## config.mk

```make
export PLATFORM = sky130hd
export DESIGN_NAME = mem_arbiter
export DESIGN_NICKNAME = d
export VERILOG_FILES = /design/src/rtl/cpu_types_pkg.sv /design/src/rtl/mem_arbiter.sv
export SDC_FILE = /design/constraint.sdc
export NUM_CORES = 1
export LEC_CHECK = 0
export ABC_AREA = 0
export CAP_MARGIN = 20
export CORE_AREA = 2 2 104 106
export DETAILED_ROUTE_END_ITERATION = 16
export DIE_AREA = 0 0 106 108
export PLACE_DENSITY = 0.77
export SKIP_CTS_REPAIR_TIMING = 1
export SLEW_MARGIN = 25
export SYNTH_ARGS = -nofsm -noshare
export SYNTH_HDL_FRONTEND = slang
export SYNTH_SLANG_ARGS = --single-unit
```

## constraint.sdc

```tcl
create_clock -name CLK -period 1.6 [get_ports CLK]
set_input_delay 0.16 -clock CLK [delete_from_list [all_inputs] [get_ports CLK]]
set_output_delay 0.16 -clock CLK [all_outputs]
set_load 0.02 [all_outputs]
```

## src/rtl/cpu_types_pkg.sv

```systemverilog
// Shared processor types: RAM handshake states, arbiter FSM states and
// counter widths used by the memory arbiter.
package cpu_types_pkg;

  localparam int WORD_W   = 32;
  localparam int STARVE_W = 3;
  localparam int TMO_W    = 8;

  typedef logic [WORD_W-1:0] word_t;

  // RAM model handshake state, as seen on ramstate.
  typedef enum logic [1:0] {
    FREE   = 2'd0,
    BUSY   = 2'd1,
    ACCESS = 2'd2,
    ERROR  = 2'd3
  } ramstate_t;

  // Arbiter ownership of the RAM port.
  typedef enum logic [1:0] {
    IDLE   = 2'd0,
    IGRANT = 2'd1,
    DGRANT = 2'd2
  } arbstate_t;

  // Saturating increment for the fetch-starvation counter.
  function automatic logic [STARVE_W-1:0] starve_bump(
    input logic [STARVE_W-1:0] cur,
    input logic [STARVE_W-1:0] max
  );
    if (cur >= max) begin
      return cur;
    end else begin
      return cur + STARVE_W'(1);
    end
  endfunction

endpackage

```

## src/rtl/mem_arbiter.sv

```systemverilog
// Single-port RAM arbiter between instruction fetch and data memory.
// Data has priority; fetch is forced through after STARVE_MAX consecutive
// data grants while it waits. A watchdog aborts a grant that never sees
// ACCESS within TIMEOUT cycles. Requester inputs are steered to the RAM
// combinationally, so the wait/load outputs respond in the same cycle the
// RAM reports ACCESS or ERROR.
module mem_arbiter
  import cpu_types_pkg::*;
#(
  parameter int STARVE_MAX = 4,
  parameter int TIMEOUT    = 255
) (
  input  logic      CLK,
  input  logic      RST,
  // instruction fetch side
  input  logic      iREN,
  input  word_t     iaddr,
  output word_t     iload,
  output logic      iwait,
  // data memory side
  input  logic      dREN,
  input  logic      dWEN,
  input  word_t     daddr,
  input  word_t     dstore,
  output word_t     dload,
  output logic      dwait,
  // RAM side
  output logic      ramREN,
  output logic      ramWEN,
  output word_t     ramaddr,
  output word_t     ramstore,
  input  word_t     ramload,
  input  ramstate_t ramstate,
  output logic      fault
);

  localparam logic [STARVE_W-1:0] STARVE_LIM = STARVE_W'(STARVE_MAX);
  localparam logic [TMO_W-1:0]    TMO_LIM    = TMO_W'(TIMEOUT);

  arbstate_t           state_q,  state_d;
  logic [STARVE_W-1:0] starve_q, starve_d;
  logic [TMO_W-1:0]    tmo_q,    tmo_d;

  logic dreq;
  logic starve_full;
  logic tmo_hit;
  logic ram_done;
  logic ram_err;

  assign dreq        = dREN | dWEN;
  assign starve_full = (starve_q == STARVE_LIM);
  assign tmo_hit     = (tmo_q == TMO_LIM);
  assign ram_done    = (ramstate == ACCESS);
  assign ram_err     = (ramstate == ERROR);

  // State and counter registers with synchronous reset; a reset mid-grant
  // simply drops the in-flight access.
  always_ff @(posedge CLK) begin
    if (RST) begin
      state_q  <= IDLE;
      starve_q <= '0;
      tmo_q    <= '0;
    end else begin
      state_q  <= state_d;
      starve_q <= starve_d;
      tmo_q    <= tmo_d;
    end
  end

  // Next-state, counter update and RAM/requester output steering.
  always_comb begin
    state_d  = state_q;
    starve_d = starve_q;
    tmo_d    = tmo_q;
    ramREN   = 1'b0;
    ramWEN   = 1'b0;
    ramaddr  = '0;
    ramstore = '0;
    iload    = '0;
    dload    = '0;
    iwait    = iREN;
    dwait    = dreq;
    fault    = 1'b0;

    unique case (state_q)
      IDLE: begin
        // Watchdog starts from zero on every grant.
        tmo_d = '0;
        if (!iREN) begin
          starve_d = '0;
        end else begin
          starve_d = starve_q;
        end
        // Data wins unless fetch has already been passed over too often.
        if (dreq && !(iREN && starve_full)) begin
          state_d = DGRANT;
        end else if (iREN) begin
          state_d = IGRANT;
        end else begin
          state_d = IDLE;
        end
      end

      IGRANT: begin
        if (!iREN) begin
          // Fetch withdrew: release the port quietly.
          state_d = IDLE;
        end else begin
          ramREN  = 1'b1;
          ramaddr = iaddr;
          if (ram_done) begin
            // ACCESS takes precedence over a coincident timeout.
            iwait    = 1'b0;
            iload    = ramload;
            starve_d = '0;
            state_d  = IDLE;
          end else if (ram_err || tmo_hit) begin
            iwait    = 1'b0;
            fault    = 1'b1;
            starve_d = '0;
            state_d  = IDLE;
          end else begin
            tmo_d = tmo_q + TMO_W'(1);
          end
        end
      end

      DGRANT: begin
        if (!dreq) begin
          // Data withdrew: release the port quietly.
          state_d = IDLE;
        end else begin
          // A write wins over a simultaneous read request.
          ramWEN   = dWEN;
          ramREN   = dREN & ~dWEN;
          ramaddr  = daddr;
          ramstore = dstore;
          if (ram_done) begin
            dwait = 1'b0;
            if (dWEN) begin
              dload = '0;
            end else begin
              dload = ramload;
            end
            if (iREN) begin
              starve_d = starve_bump(starve_q, STARVE_LIM);
            end else begin
              starve_d = starve_q;
            end
            state_d = IDLE;
          end else if (ram_err || tmo_hit) begin
            dwait = 1'b0;
            fault = 1'b1;
            if (iREN) begin
              starve_d = starve_bump(starve_q, STARVE_LIM);
            end else begin
              starve_d = starve_q;
            end
            state_d = IDLE;
          end else begin
            tmo_d = tmo_q + TMO_W'(1);
          end
        end
      end

      default: begin
        state_d  = IDLE;
        starve_d = '0;
        tmo_d    = '0;
      end
    endcase
  end

endmodule

```

# Word-level counts from Yosys, hierarchy flattened
# Index checks and enable logic that the tools add are counted.
[totals]
output_inout_bits = 133
regBits = 13
elab_cells = 77
in_bits = 135
[op_classes]
eq_ne = 11
mux = 50
bitwise_logic = 3
add_sub_neg = 2
order_cmp = 1
reduce_logical = 7
[op_table]
columns = ["op", "count"]
rows = [
  ["32-bit two-way mux", 11],
  ["32-bit one-hot mux with 2 select lines", 1],
  ["8-bit two-way mux", 4],
  ["3-bit two-way mux", 9],
  ["8-bit one-hot mux with 2 select lines", 1],
  ["1-bit two-way mux", 15],
  ["2-bit two-way mux", 5],
  ["3-bit one-hot mux with 3 select lines", 1],
  ["8-bit by 1-bit adder with 8-bit output (second input constant)", 1],
  ["8-bit equality test (second input constant)", 1],
  ["2-bit equality test (second input constant)", 3],
  ["2-bit inequality test (second input constant)", 3],
  ["3-bit inequality test (second input constant)", 2],
  ["2-bit one-hot mux with 3 select lines", 1],
  ["5-bit AND reduction", 1],
  ["1-bit one-hot mux with 2 select lines", 2],
  ["3-bit by 1-bit adder with 3-bit output (second input constant)", 1],
  ["3-bit equality test (second input constant)", 1],
  ["3-bit >= comparator (second input constant)", 1],
  ["2-bit by 1-bit equality test with 1-bit output (second input constant)", 1],
  ["1-bit logical AND", 2],
  ["2-bit zero test", 1],
  ["2-bit AND reduction", 1],
  ["1-bit bitwise AND", 1],
  ["other kinds (4)", 4],
]

# Depth between registers and ports, before layout
[depth]
depth_word = 7
depth_mapped = 7
depth_no_buf = 6

# Least setup slack after synthesis
# No wires, ideal clock.
[synth_timing]
kind = "reg-to-output"
from = "reg state_q[0]"
to = "out ramaddr[10]"
path_stages_with_launch = 8
path_slack_ps = -155
required_ps = 1440
arrival_time_ps = 1595
path_buffers = 2
cell_sequence = "dfxtp_1 > inv_1 > ha_1 > o21a_1 > buf_2 > buf_1 > a22oi_1 > nor2b_1"
[synth_via]
elab_chain_cells = 2
word_cells_on_any_way = 3
classes_between = "2 x eq/ne; 1 x mux"
[synth_lines]
columns = ["element", "line", "source"]
rows = [
  ["start, declared", "mem_arbiter.sv:40", "arbstate_t state_q, state_d;"],
  ["start signal, assigned", "mem_arbiter.sv:64", "state_q <= state_d;"],
  ["2-bit equality test / 2-bit by 1-bit equality test with 1-bit output (equally long branches)", "mem_arbiter.sv:85", "unique case (state_q)"],
  ["32-bit one-hot mux with 2 select lines *", "mem_arbiter.sv:85", ""],
  ["end, declared", "mem_arbiter.sv:30", "output word_t ramaddr,"],
]
# Every way passes the cells marked *; elsewhere a longest branch is shown, timed or not.

# Worst setup path after layout
[layout_timing]
from = "reg state_q[0]"
to = "reg tmo_q[2]"
[layout_via]
elab_chain_cells = 3
word_cells_on_any_way = 6
classes_between = "4 x eq/ne; 1 x mux; 1 x reduce/logical"
[layout_lines]
columns = ["element", "line", "source"]
rows = [
  ["2-bit equality test / 2-bit by 1-bit equality test with 1-bit output (equally long branches)", "mem_arbiter.sv:85", ""],
  ["2-bit inequality test (no source line)", "-", ""],
  ["2-bit AND reduction (no source line)", "-", ""],
  ["end signal, assigned", "mem_arbiter.sv:66", "tmo_q <= tmo_d;"],
  ["end, declared", "mem_arbiter.sv:42", "logic [TMO_W-1:0] tmo_q, tmo_d;"],
]
# Parallel ways exist; a longest one is shown, timed or not.
# A chain may end at the register's enable or synchronous reset.

==> results.cfg <==
[status]
outcome = complete, but fails checks
violations = setup timing

[global_route]
first_global_vias = 3228
grt_antenna_before_repair = 0
groute.usage.overall_pct = 16.8
grt_overflow = 0
grt_start_max_net_pins = 46
wire_length_of_the_first_global_routing_pass_um = 15600

[route]
maxUsedRoutingLayer = met4
detail_route.wirelength_um = 13000
wire_per_inst_um = 17.5
routed_via_density = 4.74
wl_met2_um = 7320
met3_routed_length_um = 950
firstDrtPassIters = 4
final_antenna_net_count = 0
drt-met1-wl_um = 4570
count_of_unresolved_drc_violations_after_routing = 0
first_iter_violations = 104
vias = 3529

[timing]
max-slew-margin-rel_pct = 64.8
tightestPinTransition_ps = 527
fin_hold_ws_ps = 551
grt_setup_unrepaired = true
number_of_failing_setup_endpoints_in_the_final_timing_report = 145
maxClockFrequency_mhz = 526
finalHoldViolations = 0
post-route-min-period_ps = 1900
clock-skew-final_ps = 4.51
final_critical_path_setup_slack_ps = -302
fin_crit_sh_pct = 119
final_max_slew_viol_count = 0

[clock_tree]
clock_insertion_delay_worst_skew_ps = 240
cts_max_level = 1
cts.sink_count = 13
cts_tree = yes
clk_transition_reported_paths_ps = 60
max-clock-path-buffers = 2
cts_root_buffer = sky130_fd_sc_hd__clkbuf_8
cts_buffers = 3

[placement]
dpl.hpwl_um = 9140
portBuffers = 267
globalplace.congestion = 0.872
dpl_cell_area_um2 = 5270

[worst_setup_path]
crit_path_end_kind = flop
timing.critical_path.fanout_max = 5
reg2regPathDepth = 8
cp.arrival_ps = 2060
setup.worst_path.start_class = flop
r2r_end = tmo_q[2]$_SDFFE_PP0P_
crit-reg2reg-launch = state_q[0]$_SDFF_PP0_
cp.required_ps = 1760
regToRegSetupSlack_ps = -300
path_class = flop to flop

[hold_path]
worst_hold_path.endpoint = starve_q[0]$_SDFFE_PP0P_
hold_path_startpoint = starve_q[0]$_SDFFE_PP0P_
worstHoldPathCells = 1
hold_class = flop to flop

[yosys]
synth_top_cell_area_share_pct = 30.0
cell_with_the_most_instances_after_synthesis = sky130_fd_sc_hd__and2_1
synth.net_count = 439
ys_top_cells_by_count = sky130_fd_sc_hd__and2_1 (99), sky130_fd_sc_hd__nor2b_1 (33), sky130_fd_sc_hd__a22oi_1 (32)
synth_area_leaders = sky130_fd_sc_hd__and2_1 (30%), sky130_fd_sc_hd__dfxtp_1 (13%), sky130_fd_sc_hd__a22oi_1 (12%)
postSynthCellCount = 297
synth_flop_cell = sky130_fd_sc_hd__dfxtp_1
synth.yosys.warnings = 0
ys_seq_elements = 13
yosysUniqueCellTypes = 42
netlist_area_um2 = 2070
synth-seq-area-share_pct = 12.6
synth-async-reset-ratio_pct = 0
synth-edff-count = 0
synth.avg_cell_area_um2 = 6.96
yosysTopAreaCell = sky130_fd_sc_hd__and2_1

[power]
netsw_uw = 661
p_sw_share_pct = 33.5
power.static_leakage_uw = 0.00257
clockPowerShare_pct = 15.1
finalPower_uw = 1970
vdd_drop_max_mv = 0.238
power_dens_cells_nw_per_um2 = 323
share_seq_of_total_power_pct = 17.3
comb_power_share_pct = 67.7
cellInternalPower_uw = 1310

[die]
row_count = 37
fp.coreArea_um2 = 10200
chip_width_um = 106
floorplan.die.height_um = 108
ioPinCount = 268
start_util_pct = 20.2
die-area_um2 = 11400

[cells_and_area]
syn_to_final_growth_pct = 196
final_cell_area_um2 = 6120
drive_above_1_share_pct = 60.8
finalNetCount = 750

[job]
cap_violations = 0
==> sequential cells by signal (all words and copies together) (netlist names) <==
| name | cells |
|---|---|
| starve_q | 3 |
| state_q | 2 |
| tmo_q | 8 |
==> critical path: stages, from the launching register on <==
cell and delay (ps):
sky130_fd_sc_hd__dfxtp_2 350, sky130_fd_sc_hd__inv_4 50, sky130_fd_sc_hd__ha_4 180, sky130_fd_sc_hd__buf_8 120, sky130_fd_sc_hd__or3b_4 230, sky130_fd_sc_hd__buf_6 110
sky130_fd_sc_hd__nand3_4 70, sky130_fd_sc_hd__or4b_1 530, sky130_fd_sc_hd__a31oi_1 180
==> power groups by stage <==
stage	clock network, uW	logic, uW	registers, uW
floorplan	0	407	344
global placement	0	1030	343
detailed placement	0	1040	344
CTS	301	1050	337
global route	324	1410	342
finish	297	1340	342
==> area by class of cell <==
class                           count  area [um2]
Antenna cell                        1        2.50
Clock buffer                        4        45.0
Fill cell                         870        4110
Inverter                            7        31.3
Multi-Input combinational cell    253        2240
Sequential cell                    13         268
Tap cell                          136         170
Timing Repair Buffer              330        3370
==> kinds of logic after synthesis <==
family | Yosys count | synth area share [%]
simple gates | 176 | 52.5
flops | 13 | 12.6
compound gates | 70 | 24.8
fa+ha+maj | 7 | 4.24
buf+inv | 31 | 5.87
==> stage by stage <==
stage | utilization, % | setup slack [ps] | std cells | TNS, ps
CTS | 52.0 | -841 | 717 | -97680
finish | 59.8 | -302 | 744 | -29300
detailed placement | 51.5 | -575 | 713 | -68580
global route | 59.8 | -370 | 743 | -37800
global placement | 51.5 | -518 | 713 | -63820
floorplan | - | -49.4 | 297 | -1560
==> worst max path at each step <==
| stage | startpoint | endpoint | slack (ps) | depth (start not counted) |
|---|---|---|---|---|
| 6_report | state_q[0]$_SDFF_PP0_ | tmo_q[2]$_SDFFE_PP0P_ | -300 | 8 |
| 5_1_grt | state_q[0]$_SDFF_PP0_ | tmo_q[2]$_SDFFE_PP0P_ | -370 | 8 |
| 4_1_cts | state_q[1]$_SDFF_PP0_ | ramREN | -840 | 5 |
| 3_5_place_dp | state_q[1]$_SDFF_PP0_ | ramREN | -570 | 5 |
| 3_3_place_gp | dREN | ramaddr[22] | -520 | 6 |
| 2_1_floorplan | state_q[0]$_SDFF_PP0_ | ramaddr[13] | -50 | 7 |
==> layer usage <==
layer / global-route usage (%) / vias up
li1: - / 1651
met1: 17.3 / 1673
met2: 34.1 / 191
met3: 4.28 / 14
met4: 3.76 / 0
met5: 0 / -
==> cell usage in the layout (no fill, tap or decap), drive strengths merged, types with 2 or more instances in the layout <==
master         netlist  routed
ha                   7       7
dfxtp               13      13
or4                  3       3
a21oi                9       9
and3                 3       3
clkbuf              18      43
nor2                 5       5
and2                99      99
nor3                 2       2
nand4                5       5
inv                  7       7
a31oi                3       3
a22oi               32      32
or3                  3       3
a21boi               2       2
o31ai                3       3
nand2                8       8
buf                  6     156
o21ai                8       8
clkdlybuf4s50        0     134
nand2b               4       4
nor2b               33      33
nand3                3       3
a21o                 3       3
a211o                2       2
and4                 2       2
No activity file was read; power rests on OpenSTA's default activity.
